`src/rtl/carry_save_accumulator_ctrl_pkg.sv`:
```
// Shared definitions for the carry-save accumulator: FSM state encodings and
// width derivations used by the top-level parameter list.
package carry_save_accumulator_ctrl_pkg;

  localparam logic [1:0] IDLE    = 2'd0;
  localparam logic [1:0] ACCUM   = 2'd1;
  localparam logic [1:0] RESOLVE = 2'd2;
  localparam logic [1:0] DONE    = 2'd3;

  // Wide enough for max_ops * (2^width - 1), so the running sum never overflows.
  function automatic int acc_width(input int width, input int max_ops);
    return width + $clog2(max_ops);
  endfunction

  function automatic int cnt_width(input int max_ops);
    return $clog2(max_ops + 1);
  endfunction

endpackage

```
`src/rtl/carry_save_accumulator_ctrl_csa.sv`:
```
// Parametric-width 3:2 carry-save stage built from a row of independent full adders.
module full_adder (
  input  logic a,
  input  logic b,
  input  logic cin,
  output logic sum,
  output logic cout
);
  assign sum  = a ^ b ^ cin;
  assign cout = (a & b) | (a & cin) | (b & cin);
endmodule

module carry_save_logic_n #(
  parameter int N = 7
) (
  input  logic [N-1:0] a,
  input  logic [N-1:0] b,
  input  logic [N-1:0] cin,
  output logic [N-1:0] sum,
  output logic [N-1:0] cout
);
  for (genvar i = 0; i < N; i++) begin : g_bit
    full_adder u_fa (
      .a   (a[i]),
      .b   (b[i]),
      .cin (cin[i]),
      .sum (sum[i]),
      .cout(cout[i])
    );
  end
endmodule

```
`src/rtl/carry_save_accumulator_ctrl.sv`:
```
// Multi-operand adder front end: absorbs one operand per handshake into a redundant
// (sum, carry) pair and resolves it with a single carry-propagate add at the end.
module carry_save_accumulator_ctrl
  import carry_save_accumulator_ctrl_pkg::*;
#(
  parameter  int WIDTH   = 4,
  parameter  int MAX_OPS = 8,
  localparam int CNT_W   = cnt_width(MAX_OPS),
  localparam int ACC_W   = acc_width(WIDTH, MAX_OPS)
) (
  input  logic             clk,
  input  logic             rst_n,
  input  logic             start,
  input  logic [CNT_W-1:0] op_count,
  output logic             busy,
  input  logic [WIDTH-1:0] in_data,
  input  logic             in_valid,
  output logic             in_ready,
  output logic [ACC_W-1:0] out_data,
  output logic             out_valid,
  input  logic             out_ready
);

  logic [1:0]       state;
  logic [ACC_W-1:0] sum_r;
  logic [ACC_W-1:0] carry_r;
  logic [CNT_W-1:0] cnt;
  logic [ACC_W-1:0] in_ext;
  logic [ACC_W-1:0] csa_s;
  logic [ACC_W-1:0] csa_c;
  logic [CNT_W-1:0] cnt_load;
  logic             fire;

  assign in_ext   = ACC_W'(in_data);
  assign cnt_load = (op_count > CNT_W'(MAX_OPS)) ? CNT_W'(MAX_OPS) : op_count;
  assign busy     = (state != IDLE);
  assign in_ready = (state == ACCUM);
  assign fire     = in_valid && in_ready;

  carry_save_logic_n #(.N(ACC_W)) u_csa (
    .a   (sum_r),
    .b   (carry_r),
    .cin (in_ext),
    .sum (csa_s),
    .cout(csa_c)
  );

  // NOTE: every register here is a handful of flops, so all of them take the async
  // reset; a mid-job reset must leave no trace of the aborted accumulation.
  always_ff @(posedge clk or negedge rst_n) begin
    if (!rst_n) begin
      state     <= IDLE;
      sum_r     <= '0;
      carry_r   <= '0;
      cnt       <= '0;
      out_data  <= '0;
      out_valid <= 1'b0;
    end else begin
      case (state)
        IDLE: begin
          if (start) begin
            sum_r   <= '0;
            carry_r <= '0;
            cnt     <= cnt_load;
            state   <= (op_count == '0) ? RESOLVE : ACCUM;
          end
        end
        ACCUM: begin
          if (fire) begin
            sum_r   <= csa_s;
            // The carry bit shifted out of the MSB is always zero given ACC_W.
            carry_r <= csa_c << 1;
            cnt     <= cnt - 1'b1;
            if (cnt == CNT_W'(1)) state <= RESOLVE;
          end
        end
        RESOLVE: begin
          out_data  <= sum_r + carry_r;
          out_valid <= 1'b1;
          state     <= DONE;
        end
        DONE: begin
          if (out_ready) begin
            out_valid <= 1'b0;
            state     <= IDLE;
          end
        end
        default: state <= IDLE;
      endcase
    end
  end

endmodule
```
`config.mk`:
```
export PLATFORM = sky130hd
export DESIGN_NAME = carry_save_accumulator_ctrl
export DESIGN_NICKNAME = d
export VERILOG_FILES = /design/src/rtl/carry_save_accumulator_ctrl_pkg.sv /design/src/rtl/carry_save_accumulator_ctrl_csa.sv /design/src/rtl/carry_save_accumulator_ctrl.sv
export SDC_FILE = /design/constraint.sdc
export NUM_CORES = 1
export LEC_CHECK = 0
export BUFFER_PORTS_ARGS = -buffer_cell sky130_fd_sc_hd__buf_2
export CORE_MARGIN = 5
export CORE_UTILIZATION = 40
export DETAILED_ROUTE_END_ITERATION = 6
export HOLD_SLACK_MARGIN = 0.1
export PLACE_DENSITY = 0.68
export SYNTH_ARGS = -nofsm -noshare
export SYNTH_HDL_FRONTEND = slang
export SYNTH_HIERARCHICAL = 1
export SYNTH_SLANG_ARGS = --single-unit
```
`constraint.sdc`:
```
create_clock -name clk -period 1.7 [get_ports clk]
set_input_delay 0.34 -clock clk [delete_from_list [all_inputs] [get_ports clk]]
set_output_delay 0.34 -clock clk [all_outputs]
set_load 0.1 [all_outputs]
```
Word level (Yosys, flattened, before mapping)
Index checks and enable logic that the tools add are counted.
{"block": "word_totals", "reg_bits": 28, "output_inout_bits": 10, "wordCells": 76}
{"block": "classes", "add_sub_neg": 2, "n_lt_le_gt_ge": 1, "eq_ne": 8, "n_mux": 17, "bitwise": 33, "reduce_logical": 9}
{"cell": "$pmux W7 S2", "n": 2}
{"cell": "$mux W7", "n": 3}
{"cell": "$and A1 B1 Y1", "n": 14}
{"cell": "$mux W4", "n": 3}
{"cell": "$xor A1 B1 Y1", "n": 11}
{"cell": "$mux W2", "n": 5}
{"cell": "$or A1 B1 Y1", "n": 8}
{"cell": "$pmux W2 S4", "n": 1}
{"cell": "$pmux W4 S2", "n": 1}
{"cell": "$add A7 B7 Y7", "n": 1}
{"cell": "$reduce_bool A2 Y1", "n": 3}
{"cell": "$eq A2 B2 Y1 const B", "n": 2}
{"cell": "$eq A4 B1 Y1 const B", "n": 1}
{"cell": "$gt A4 B4 Y1 const B", "n": 1}
{"cell": "$logic_not A4 Y1", "n": 1}
{"cell": "$ne A2 B1 Y1 const B", "n": 2}
{"cell": "$ne A2 B2 Y1 const B", "n": 2}
{"cell": "$reduce_and A4 Y1", "n": 1}
{"cell": "$sub A4 B1 Y4 const B", "n": 1}
{"cell": "$reduce_and A3 Y1", "n": 1}
{"cell": "$eq A2 B1 Y1 const B", "n": 1}
{"cell": "$logic_not A2 Y1", "n": 1}
{"cell": "$pmux W1 S2", "n": 1}
{"cell": "$reduce_and A2 Y1", "n": 1}
{"cell": "other kinds (2)", "n": 2}

Logic depth before layout (Yosys ltp)
Gate-level depths: netlist of the first run.
{"block": "depth", "depth_word": 5, "ltp_mapped": 7, "depth_no_buf": 6}

By module
Netlist of the first run, hierarchy kept.
{"module": "carry_save_accumulator_ctrl", "instances": 1, "cells_per_inst": 127, "area_each_um2": 1438.9, "seq_area_each_um2": 675.6}
{"module": "full_adder", "instances": 7, "cells_per_inst": 1, "area_each_um2": 20.0, "seq_area_each_um2": 0.0}

Worst setup path before layout of the first run
Ideal clock, no wire load.
{"block": "synth_path", "kind": "register to register", "start": "register state[1]", "end": "register sum_r[2]", "arrival_time_ns": 2.154, "slack_ns": -0.575, "stages_incl_launch_ff": 7, "path_buffers": 2, "cell_sequence": "dfrtp_1 > inv_1 > ha_1 > buf_2 > o211ai_2 > buf_2 > a22o_1"}
{"block": "synth_between", "elab_chain_len": 4, "elab_cells_between_ends": 8}
{"element": "start, declared", "line": "carry_save_accumulator_ctrl.sv:24", "rtl": "logic [1:0] state;"}
{"element": "start signal, assigned", "line": "carry_save_accumulator_ctrl.sv:65", "rtl": "state <= (op_count == '0) ? RESOLVE : ACCUM;"}
{"element": "$eq A2 B1 Y1 (*)", "line": "carry_save_accumulator_ctrl.sv:37", "rtl": "assign in_ready = (state == ACCUM);"}
{"element": "named net in_ready", "line": "carry_save_accumulator_ctrl.sv:18", "rtl": "output logic in_ready,"}
{"element": "$logic_and A1 B1 Y1", "line": "carry_save_accumulator_ctrl.sv:38", "rtl": "assign fire = in_valid && in_ready;"}
{"element": "$ne A2 B1 Y1 (no source line)"}
{"element": "$reduce_and A3 Y1 (no source line)"}
{"element": "end signal, assigned", "line": "carry_save_accumulator_ctrl.sv:70", "rtl": "sum_r <= csa_s;"}
{"element": "end, declared", "line": "carry_save_accumulator_ctrl.sv:25", "rtl": "logic [ACC_W-1:0] sum_r;"}
Mark *: on every way through the listed nets, which the timed path passes. The rest lies on a longest branch.
A chain may end at the register's enable or synchronous reset.

Worst setup path after layout of the first run
{"block": "layout_path", "start": "register sum_r[1]", "end": "register out_data[5]"}
{"block": "layout_between", "elab_chain_len": 1}
{"element": "$add A7 B7 Y7", "line": "carry_save_accumulator_ctrl.sv:78", "rtl": "out_data <= sum_r + carry_r;"}
{"element": "end signal, assigned", "line": "carry_save_accumulator_ctrl.sv:78"}
{"element": "end, declared", "line": "carry_save_accumulator_ctrl.sv:19", "rtl": "output logic [ACC_W-1:0] out_data,"}
Every way passes these cells.

==> results of run 1 <==
==> logic make-up (layout without fill, tap and decap cells) <==
logic type | count (synthesis) | after routing | synth area share
AO/OA/AOI/OAI | 34 | 34 | 0.167
flip-flops | 27 | 27 | 0.428
AND/OR/NAND/NOR | 24 | 24 | 0.0737
adder cells (fa/ha/maj) | 20 | 20 | 0.197
buffers and inverters | 14 | 52 | 0.0428
multiplexers | 10 | 10 | 0.0674
XOR/XNOR | 4 | 4 | 0.0222
other | 1 | 4 | 0.00237
==> cells in the mapped netlist (4+ instances only) <==
cell     number
dfrtp_1      27
a22o_1       12
ha_1         12
nand2_1      10
inv_1         9
fa_1          8
a21oi_1       5
mux2_2        5
mux2i_1       5
nor2_1        4
o21ai_0       4
xnor2_1       4
==> timing repair <==
action	4_1_cts	5_1_grt
hold buffers	1	0
hold endpoints to repair	27	0
setup endpoints to repair	2	3
pin swaps	3	1
resized for setup	1	4
setup buffers	2	2
==> worst min-delay path, cell delays in order <==
cell and delay [ns]:
buf_2 0.08, inv_1 0.05, o2bb2ai_1 0.11
==> sequential cells by signal, indices dropped and copies added (netlist names) <==
signal	cells
out_valid	1
state	2
out_data	7
cnt	4
carry_r	6
sum_r	7
==> metrics by stage <==
step                      setup TNS (ns)  instances   util  setup WS (ns)
after CTS                              0        221  0.522         0.0137
after detailed placement               0        214  0.502        0.00210
after floorplan                        0        137      -       0.000627
after global routing             -0.0845        223  0.534        -0.0581
after global placement                 0        214  0.502         0.0274
final                                  0        223  0.534         0.0113
==> path summary, 6_finish.rpt <==
check                                             start                 endpoint  slack, ns  depth (start not counted)
worst max-delay path               sum_r[1]$_DFFE_PN0P_  out_data[5]$_DFFE_PN0P_       0.01                          6
worst min-delay path                          out_ready    out_valid$_DFFE_PN0P_       0.33                          3
worst max register to register     sum_r[1]$_DFFE_PN0P_  out_data[5]$_DFFE_PN0P_       0.01                          6
worst min register to register  out_data[1]$_DFFE_PN0P_  out_data[1]$_DFFE_PN0P_       0.51                          1
max in group asynchronous                         rst_n     state[1]$_DFFE_PN0P_       0.71                          2
min in group asynchronous                         rst_n  out_data[1]$_DFFE_PN0P_       0.59                          2
==> per-layer routing <==
metal | share of wire | up-vias
li1 | - | 551
met1 | 0.45 | 583
met2 | 0.50 | 18
met3 | 0.032 | 7
met4 | 0.022 | 0
met5 | 0 | -
==> layout make-up <==
| class | instances | share of cell area |
|---|---|---|
| clock buffer | 3 | 0.0207 |
| inverter | 9 | 0.0169 |
| multi-input combinational | 96 | 0.449 |
| sequential | 27 | 0.338 |
| clock inverter | 1 | 0.00376 |
| timing repair buffer | 39 | 0.142 |
| tap | 48 | 0.0301 |
==> cells in the final DEF (no fill, tap or decap), drive strengths merged <==
master / count
buf: 38
dfrtp: 27
a22o: 13
ha: 12
nand2: 10
inv: 9
fa: 8
mux2i: 5
a21oi: 5
mux2: 5
o21ai: 5
xnor2: 4
nor2: 4
conb: 4
clkbuf: 3
o211ai: 3
a21o: 2
nand2b: 2
nor2b: 2
and3: 1
nor4: 1
a221oi: 1
a32oi: 1
o22ai: 1
or3b: 1
a211oi: 1
a311o: 1
o2bb2ai: 1
nor3: 1
or2: 1
nand4: 1
clkinvlp: 1
dlygate4sd3: 1
==> flow_metrics.env, run 1 <==
export IMPL_synth_seq_area_share=0.428
export IMPL_worstPathMaxFanout=2
export IMPL_h_tree_depth=1
export IMPL_wl_um=3210
export IMPL_coreArea_sq_um=3740
export IMPL_clk_latency_ns=0.28
export IMPL_critical_path_required_ns=1.87
export IMPL_cts_made_buffers=3
export IMPL_cp_arrival_ns=1.86
export IMPL_cp_end_kind="flip-flop"
export IMPL_gp_congestion=0.802
export IMPL_pin_count=23
export IMPL_grt_overflow=0
export IMPL_critPathKind="reg2reg"
export IMPL_drt_iter0_drc=61
export IMPL_wl_per_cell_um=14.4
export IMPL_slew_limit_headroom=0.598
export IMPL_synthArstFlopShare=1.00
export IMPL_nFillCells=357
export IMPL_antenna_cells=0
export IMPL_clock_sinks=27
export IMPL_ys_flop_type="dfrtp_1"
export IMPL_critical_path_top_delay_family="adder cells"
export IMPL_yosysWarnings=6
export IMPL_antenna_found_initial=0
export IMPL_grt_pass1_vias=1185
export IMPL_drcViolationCount=0
export IMPL_slew_viol_final=0
export IMPL_rsz0062_at_grt="true"
export IMPL_grt_pass1_wl_um=5540
export IMPL_clk_path_buf_depth=2
export IMPL_yosys_area_top_type="dfrtp_1"
export IMPL_tightest_slew_ns=0.603
export IMPL_die_area_sq_um=5300
export IMPL_critPathMaxStageDelay_ns=0.40
export IMPL_grt_use_total=0.132
export IMPL_cts_tree="done"
export IMPL_syn_to_final_growth_pct=26.5
export IMPL_syn_avg_cell_area_sq_um=11.8
export IMPL_fmax_mhz=592
export IMPL_yosysUniqueCellTypes=35
export IMPL_outcome="completed"
export IMPL_ant_nets=0
export IMPL_clockRootBuffer="clkbuf_8"
export IMPL_fin_area_sq_um=2000
export IMPL_netlist_area_sq_um=1580
export IMPL_hold_viol=0
export IMPL_skew_ns=0.00537
export IMPL_io_buffers=22
export IMPL_path_cells="ha_2, fa_2, a21o_1, a21oi_2, xnor2_1, mux2_4"
export IMPL_fin_crit_ns=1.69
export IMPL_placementRows=22
export IMPL_grt_max_degree=28
export IMPL_finalSetupViolCount=0
export IMPL_multiInputGateArea_sq_um=897
export IMPL_cp_num_buf_inv=0
export IMPL_vias_per_cell=5.20
export IMPL_firstDrtPassIters=4
export IMPL_drive_above_1_share=0.337
export IMPL_synthCells=134
export IMPL_met2_usage=0.214
export IMPL_synth_top_area_share=0.428
export IMPL_met1_usage=0.179
export IMPL_yosys_top_cells_area="dfrtp_1 (43%), fa_1 (10%), ha_1 (9.5%)"
export IMPL_grt_busiest_layer="met2"
export IMPL_hpwl_um=2430
export IMPL_initial_core_util=0.422
export IMPL_synth_edf_count=0
export IMPL_start_kind="flip-flop"
export IMPL_die_w_um=72.8
export IMPL_seq_area_sq_um=676
export IMPL_fin_crit_sh=0.993
export IMPL_hold_slack_ns=0.334
export IMPL_place_area_sq_um=1880
export IMPL_layout_nets=209
export IMPL_drv_cap=0
export IMPL_path_clk_slew_ns=0.10
export IMPL_vias=1159
export IMPL_hold_class="in2reg"
export IMPL_grtUsageMet3=0.0207
export IMPL_cpMaxStageDelayCell="dfrtp_1"
export IMPL_synth_seq_cells=27
export IMPL_die_h_um=72.8
Power of run 1 is left out: the tool's default activity adds up to more than one toggle a clock period on the data nets, which glitch-free logic cannot reach.
==> run 2, diff against run 1 <==
--- a/config.mk
+++ b/config.mk
@@ -5,12 +5,13 @@
 export SDC_FILE = /design/constraint.sdc
 export NUM_CORES = 1
 export LEC_CHECK = 0
+export ABC_AREA = 1
 export BUFFER_PORTS_ARGS = -buffer_cell sky130_fd_sc_hd__buf_2
 export CORE_MARGIN = 5
 export CORE_UTILIZATION = 40
 export DETAILED_ROUTE_END_ITERATION = 6
 export HOLD_SLACK_MARGIN = 0.1
-export PLACE_DENSITY = 0.68
+export PLACE_DENSITY = 0.67
 export SYNTH_ARGS = -nofsm -noshare
 export SYNTH_HDL_FRONTEND = slang
 export SYNTH_HIERARCHICAL = 1
==> run 2 against run 1 <==
Compared with the run above: synthesized cell count up 47%; fmax increased by 2.9%; utilization is 3.1 points lower; routed wire length rose by 3.6%; clock skew up 0.0037 ns; final cell count grew 26%; non-clock buffer count down 7; global-route usage is essentially flat; count of clock-buffer cells in the layout unchanged; worst setup slack gained 0.047 ns; final area up 1.3%; critical path type is now reg2out.
==> flow_metrics.env, run 2 <==
export IMPL_outcome="completed"
export IMPL_cpMaxStageDelayCell="dfrtp_1"
export IMPL_ys_flop_type="dfrtp_1"
export IMPL_drt_iter0_drc=52
export IMPL_netlist_area_sq_um=1680
export IMPL_netSwitchingFraction=0.532
export IMPL_clk_latency_ns=0.28
export IMPL_grt_use_total=0.132
export IMPL_setup_ws_ns=0.0586
export IMPL_synth_top_area_share=0.403
export IMPL_cts_tree="done"
export IMPL_yosys_top_cells_area="dfrtp_1 (40%), nand2_1 (13%), fa_1 (9.5%)"
export IMPL_synth_edf_count=0
export IMPL_peakVddDrop_mv=0.535
export IMPL_path_cells="inv_2, ha_4, clkinvlp_4, buf_12"
export IMPL_synth_seq_cells=27
export IMPL_synthCells=197
export IMPL_cp_end_kind="primary output"
export IMPL_grt_pass1_vias=1236
export IMPL_vias=1325
export IMPL_io_buffers=22
export IMPL_start_kind="flip-flop"
export IMPL_hold_class="in2reg"
export IMPL_antenna_found_initial=0
export IMPL_gp_congestion=0.772
export IMPL_fmax_mhz=609
export IMPL_grt_pass1_wl_um=5800
export IMPL_cts_made_buffers=3
export IMPL_p_clk_frac=0.089
export IMPL_yosysWarnings=6
export IMPL_die_area_sq_um=5590
export IMPL_critPathKind="reg2out"
export IMPL_grt_overflow=0
export IMPL_die_h_um=74.8
export IMPL_fin_crit_ns=1.64
export IMPL_slew_limit_headroom=0.598
export IMPL_clockRootBuffer="clkbuf_8"
export IMPL_yosysMostFrequentCell="nand2_1"
export IMPL_fin_crit_sh=0.966
export IMPL_path_clk_slew_ns=0.09
export IMPL_drcViolationCount=0
export IMPL_power_per_cell_area_nw_per_um2=2080
export IMPL_reg_top3="out_data x7, sum_r x7, carry_r x6"
export IMPL_grt_max_degree=28
export IMPL_placementRows=23
export IMPL_syn_avg_cell_area_sq_um=8.52
export IMPL_firstDrtPassIters=4
export IMPL_switchingPower_uw=2240
export IMPL_nFillCells=399
export IMPL_final_common_cell="nand2_1"
export IMPL_critPathMaxStageDelay_ns=0.44
export IMPL_final_cell_mix="nand2_1 (59), dfrtp_1 (26), inv_1 (21)"
export IMPL_vias_per_cell=4.72
export IMPL_worstPathMaxFanout=4
export IMPL_finalSetupViolCount=0
export IMPL_dp_cells=271
export IMPL_internal_power_uw=1970
export IMPL_wl_per_cell_um=11.8
export IMPL_syn_to_final_growth_pct=20.7
export IMPL_fin_area_sq_um=2020
export IMPL_pin_count=23
export IMPL_hpwl_um=2630
export IMPL_p_leak_uw=0.00109
export IMPL_die_w_um=74.8
export IMPL_rsz0062_at_grt="false"
export IMPL_slew_viol_final=0
export IMPL_skew_ns=0.00906
export IMPL_finalNonFillerCells=281
export IMPL_antenna_cells=0
export IMPL_synth_seq_area_share=0.403
export IMPL_coreArea_sq_um=4030
export IMPL_initial_core_util=0.416
export IMPL_synth_common_cells="nand2_1 (59), dfrtp_1 (27), inv_1 (24)"
export IMPL_tightest_slew_ns=0.604
export IMPL_p_total_uw=4210
export IMPL_setup_tns_final_ns=0
export IMPL_drive_above_1_share=0.221
export IMPL_pwr_share_comb=0.636
export IMPL_hold_viol=0
export IMPL_clk_path_buf_depth=2
export IMPL_dp_slack_ns=0.0786
export IMPL_yosys_area_top_type="dfrtp_1"
export IMPL_h_tree_depth=1
export IMPL_place_area_sq_um=1930
export IMPL_synthArstFlopShare=1.00
export IMPL_yosysUniqueCellTypes=23
export IMPL_drv_cap=0
export IMPL_ant_nets=0
export IMPL_seq_power_share=0.275
export IMPL_layout_nets=265
export IMPL_critical_path_required_ns=1.36
export IMPL_clock_sinks=27
export IMPL_cp_arrival_ns=1.30
export IMPL_wl_um=3320
==> run 2: cell families after synthesis <==
group	after synthesis	synth area share
xor+xnor	2	0.0104
simple gates	93	0.241
other cells	1	0.00223
fa+ha+maj	20	0.185
flops	27	0.403
buf+inv	31	0.0813
compound gates	23	0.0776
==> run 2: through the flow <==
stage / util / hold WS (ns)
floorplan: - / 0.0444
global placement: 0.478 / 0.384
detailed placement: 0.478 / 0.387
CTS: 0.492 / 0.323
global route: 0.502 / 0.359
finish: 0.502 / 0.330
==> run 2: power by group through the flow <==
stage	clock [uW]	sequential [uW]	combinational [uW]
after CTS	382	1170	2630
final	376	1160	2680
after detailed placement	0	1180	2610
after global placement	0	1160	2560
after floorplan	0	1640	1530
after global routing	405	1200	2970
==> run 2: per-layer routing <==
metal,part of all wire,vias up,GRT usage
met1,0.49,620,0.190
li1,-,680,-
met5,0,-,0
met2,0.47,20,0.209
met4,0.013,0,0.0415
met3,0.028,5,0.0147
==> run 2: path summary, 6_finish.rpt <==
path                                    startpoint                 endpoint  slack [ns]  cells past startpoint
setup / recovery              state[1]$_DFFE_PN0P_                     busy        0.06                      4
hold / removal                           out_ready    out_valid$_DFFE_PN0P_        0.33                      4
setup reg to reg            carry_r[1]$_DFFE_PN0P_  out_data[5]$_DFFE_PN0P_        0.16                      7
hold reg to reg            out_data[1]$_DFFE_PN0P_  out_data[1]$_DFFE_PN0P_        0.47                      2
max in group asynchronous                    rst_n     state[0]$_DFFE_PN0P_        0.67                      2
min in group asynchronous                    rst_n  out_data[3]$_DFFE_PN0P_        0.59                      2
==> run 2: what timing repair did <==
item,in CTS,in global routing
endpoints found under the setup margin,0,2
endpoints found under the hold margin,27,0
hold buffers,1,0
resized for setup,0,2
setup buffers,0,5
==> run 2: area by class of cell <==
class / count / area (sq um) / share of cell area
well taps: 50 / 62.6 / 0.0309
clock inverters: 1 / 5.00 / 0.00247
inverters: 26 / 104 / 0.0513
multi-input cells: 142 / 905 / 0.447
clock buffers: 3 / 41.3 / 0.0204
repair buffers: 32 / 230 / 0.114
flip-flops and latches: 27 / 677 / 0.334
==> run 2: critical path, delay by kind of cell (launching register included) <==
kind,cells,cell delay (ns)
flops,1,0.44
fa+ha+maj,1,0.16
buf+inv,3,0.44
Note: power is estimated with default switching activity, not from simulation.
==> run 3, diff against run 2 <==
--- a/config.mk
+++ b/config.mk
@@ -7,11 +7,14 @@
 export LEC_CHECK = 0
 export ABC_AREA = 1
 export BUFFER_PORTS_ARGS = -buffer_cell sky130_fd_sc_hd__buf_2
+export CELL_PAD_IN_SITES_DETAIL_PLACEMENT = 0
+export CELL_PAD_IN_SITES_GLOBAL_PLACEMENT = 1
 export CORE_MARGIN = 5
-export CORE_UTILIZATION = 40
+export CORE_UTILIZATION = 38
+export CTS_BUF_LIST = sky130_fd_sc_hd__clkbuf_4 sky130_fd_sc_hd__clkbuf_8 sky130_fd_sc_hd__clkbuf_16
 export DETAILED_ROUTE_END_ITERATION = 6
 export HOLD_SLACK_MARGIN = 0.1
-export PLACE_DENSITY = 0.67
+export PLACE_DENSITY = 0.8
 export SYNTH_ARGS = -nofsm -noshare
 export SYNTH_HDL_FRONTEND = slang
 export SYNTH_HIERARCHICAL = 1
==> run 3 against run 2 <==
Compared with the run above: total power decreased by 2.1%; flip-flop and latch count unchanged; register-to-register slack got worse by 0.07 ns; critical path type unchanged; routed wire length decreased by 4.9%; sequential power about the same.
==> flow_metrics.env, run 3 (same netlist as run 2, synthesis figures left out) <==
export IMPL_slew_limit_headroom=0.589
export IMPL_path_clk_slew_ns=0.09
export IMPL_gp_congestion=0.750
export IMPL_critPathKind="reg2out"
export IMPL_critical_path_required_ns=1.36
export IMPL_cts_tree="done"
export IMPL_r2r_start="sum_r[1]$_DFFE_PN0P_"
export IMPL_grt_pass1_vias=1259
export IMPL_vias=1292
export IMPL_placementRows=24
export IMPL_drv_cap=0
export IMPL_clockRootBuffer="clkbuf_8"
export IMPL_antenna_cells=0
export IMPL_p_total_uw=4120
export IMPL_reg_top3="out_data x7, sum_r x7, carry_r x6"
export IMPL_drt_iter0_drc=69
export IMPL_h_tree_depth=1
export IMPL_layout_nets=264
export IMPL_ant_nets=0
export IMPL_finalSetupViolCount=0
export IMPL_rr_endpoint="out_data[5]$_DFFE_PN0P_"
export IMPL_cp_num_buf_inv=3
export IMPL_skew_ns=0.00223
export IMPL_io_buffers=22
export IMPL_place_area_sq_um=1920
export IMPL_firstDrtPassIters=5
export IMPL_outcome="completed"
export IMPL_clk_latency_ns=0.27
export IMPL_clk_path_buf_depth=2
export IMPL_drcViolationCount=0
export IMPL_final_common_cell="nand2_1"
export IMPL_cpMaxStageDelayCell="dfrtp_2"
export IMPL_wl_per_cell_um=11.2
export IMPL_cp_arrival_ns=1.29
export IMPL_grt_use_total=0.116
export IMPL_p_leak_uw=0.00108
export IMPL_wl_um=3160
export IMPL_hold_class="in2reg"
export IMPL_die_area_sq_um=5840
export IMPL_dp_slack_ns=0.0959
export IMPL_pin_count=23
export IMPL_dp_cells=273
export IMPL_vias_per_cell=4.58
export IMPL_grt_max_degree=28
export IMPL_critPathMaxStageDelay_ns=0.46
export IMPL_die_w_um=76.5
export IMPL_clock_sinks=27
export IMPL_fin_area_sq_um=2010
export IMPL_finalNonFillerCells=282
export IMPL_hpwl_um=2380
export IMPL_r2r_slack_ns=0.09
export IMPL_die_h_um=76.5
export IMPL_fin_crit_sh=0.956
export IMPL_antenna_found_initial=0
export IMPL_fmax_mhz=615
export IMPL_cp_end_kind="primary output"
export IMPL_critical_path_top_delay_family="flip-flops"
export IMPL_syn_to_final_growth_pct=19.7
export IMPL_drive_above_1_share=0.217
export IMPL_final_cell_mix="nand2_1 (59), dfrtp_1 (25), inv_1 (21)"
export IMPL_path_cells="inv_2, ha_4, clkinvlp_4, buf_12"
export IMPL_min_from="out_ready"
export IMPL_slew_viol_final=0
export IMPL_start_kind="flip-flop"
export IMPL_grt_pass1_wl_um=5710
export IMPL_initial_core_util=0.388
export IMPL_peakVddDrop_mv=0.692
export IMPL_rsz0062_at_grt="false"
export IMPL_setup_ws_ns=0.0746
export IMPL_coreArea_sq_um=4320
export IMPL_hold_viol=0
export IMPL_r2r_cells=8
export IMPL_grt_overflow=0
export IMPL_fin_crit_ns=1.63
export IMPL_power_per_cell_area_nw_per_um2=2050
export IMPL_cts_made_buffers=3
export IMPL_tightest_slew_ns=0.617
export IMPL_hold_path_cell_count=4
export IMPL_whs_endpoint="out_valid$_DFFE_PN0P_"
export IMPL_worstPathMaxFanout=4
==> run 3: how the worst max path moves through the flow <==
stage | start | endpoint | slack, ns | depth (start not counted)
floorplan | state[0]$_DFFE_PN0P_ | sum_r[2]$_DFFE_PN0P_ | -0.16 | 8
global placement | sum_r[1]$_DFFE_PN0P_ | out_data[5]$_DFFE_PN0P_ | 0.14 | 8
CTS | state[0]$_DFFE_PN0P_ | busy | 0.03 | 4
detailed placement | sum_r[1]$_DFFE_PN0P_ | out_data[5]$_DFFE_PN0P_ | 0.1 | 7
finish | state[0]$_DFFE_PN0P_ | busy | 0.07 | 4
global route | sum_r[1]$_DFFE_PN0P_ | out_data[5]$_DFFE_PN0P_ | 0.01 | 8
==> run 3: layout make-up <==
| type | count | area, sq um |
|---|---|---|
| Clock buffer | 4 | 48.8 |
| Fill cell | 434 | 2320 |
| Inverter | 26 | 104 |
| Multi-Input combinational cell | 142 | 902 |
| Sequential cell | 27 | 678 |
| Tap cell | 52 | 65.1 |
| Timing Repair Buffer | 31 | 210 |
==> run 3: stage by stage <==
stage | TNS, ns | hold WS (ns) | util
floorplan | -1.65 | 0.0444 | -
global placement | 0 | 0.388 | 0.443
detailed placement | 0 | 0.392 | 0.443
CTS | 0 | 0.315 | 0.457
global route | 0 | 0.334 | 0.464
finish | 0 | 0.320 | 0.464
==> run 3: where the power goes <==
part	total, uW	leakage [uW]	internal, uW	switching, uW
clock	382	0.0000262	184	198
sequential	1150	0.000347	913	235
combinational	2590	0.000708	840	1750
==> run 3: routing by layer <==
layer | global-route usage | share of wire
met5 | 0 | 0
met4 | 0.0420 | 0.011
met1 | 0.175 | 0.51
met2 | 0.171 | 0.45
met3 | 0.0130 | 0.024
==> run 3: timing repair <==
item,4_1_cts,5_1_grt
gates resized for setup,0,3
endpoints found under the setup margin,0,2
hold buffers,1,0
buffers inserted,0,4
hold endpoints to repair,27,0
==> run 3: worst reg2reg max path, stage by stage (launching register included) <==
cell     delay (ns)
dfrtp_2        0.43
ha_1           0.24
fa_1           0.39
nand2_1        0.10
a21oi_1        0.08
nor2_1         0.09
nand2_1        0.05
nand3_1        0.07
nand2_1        0.05
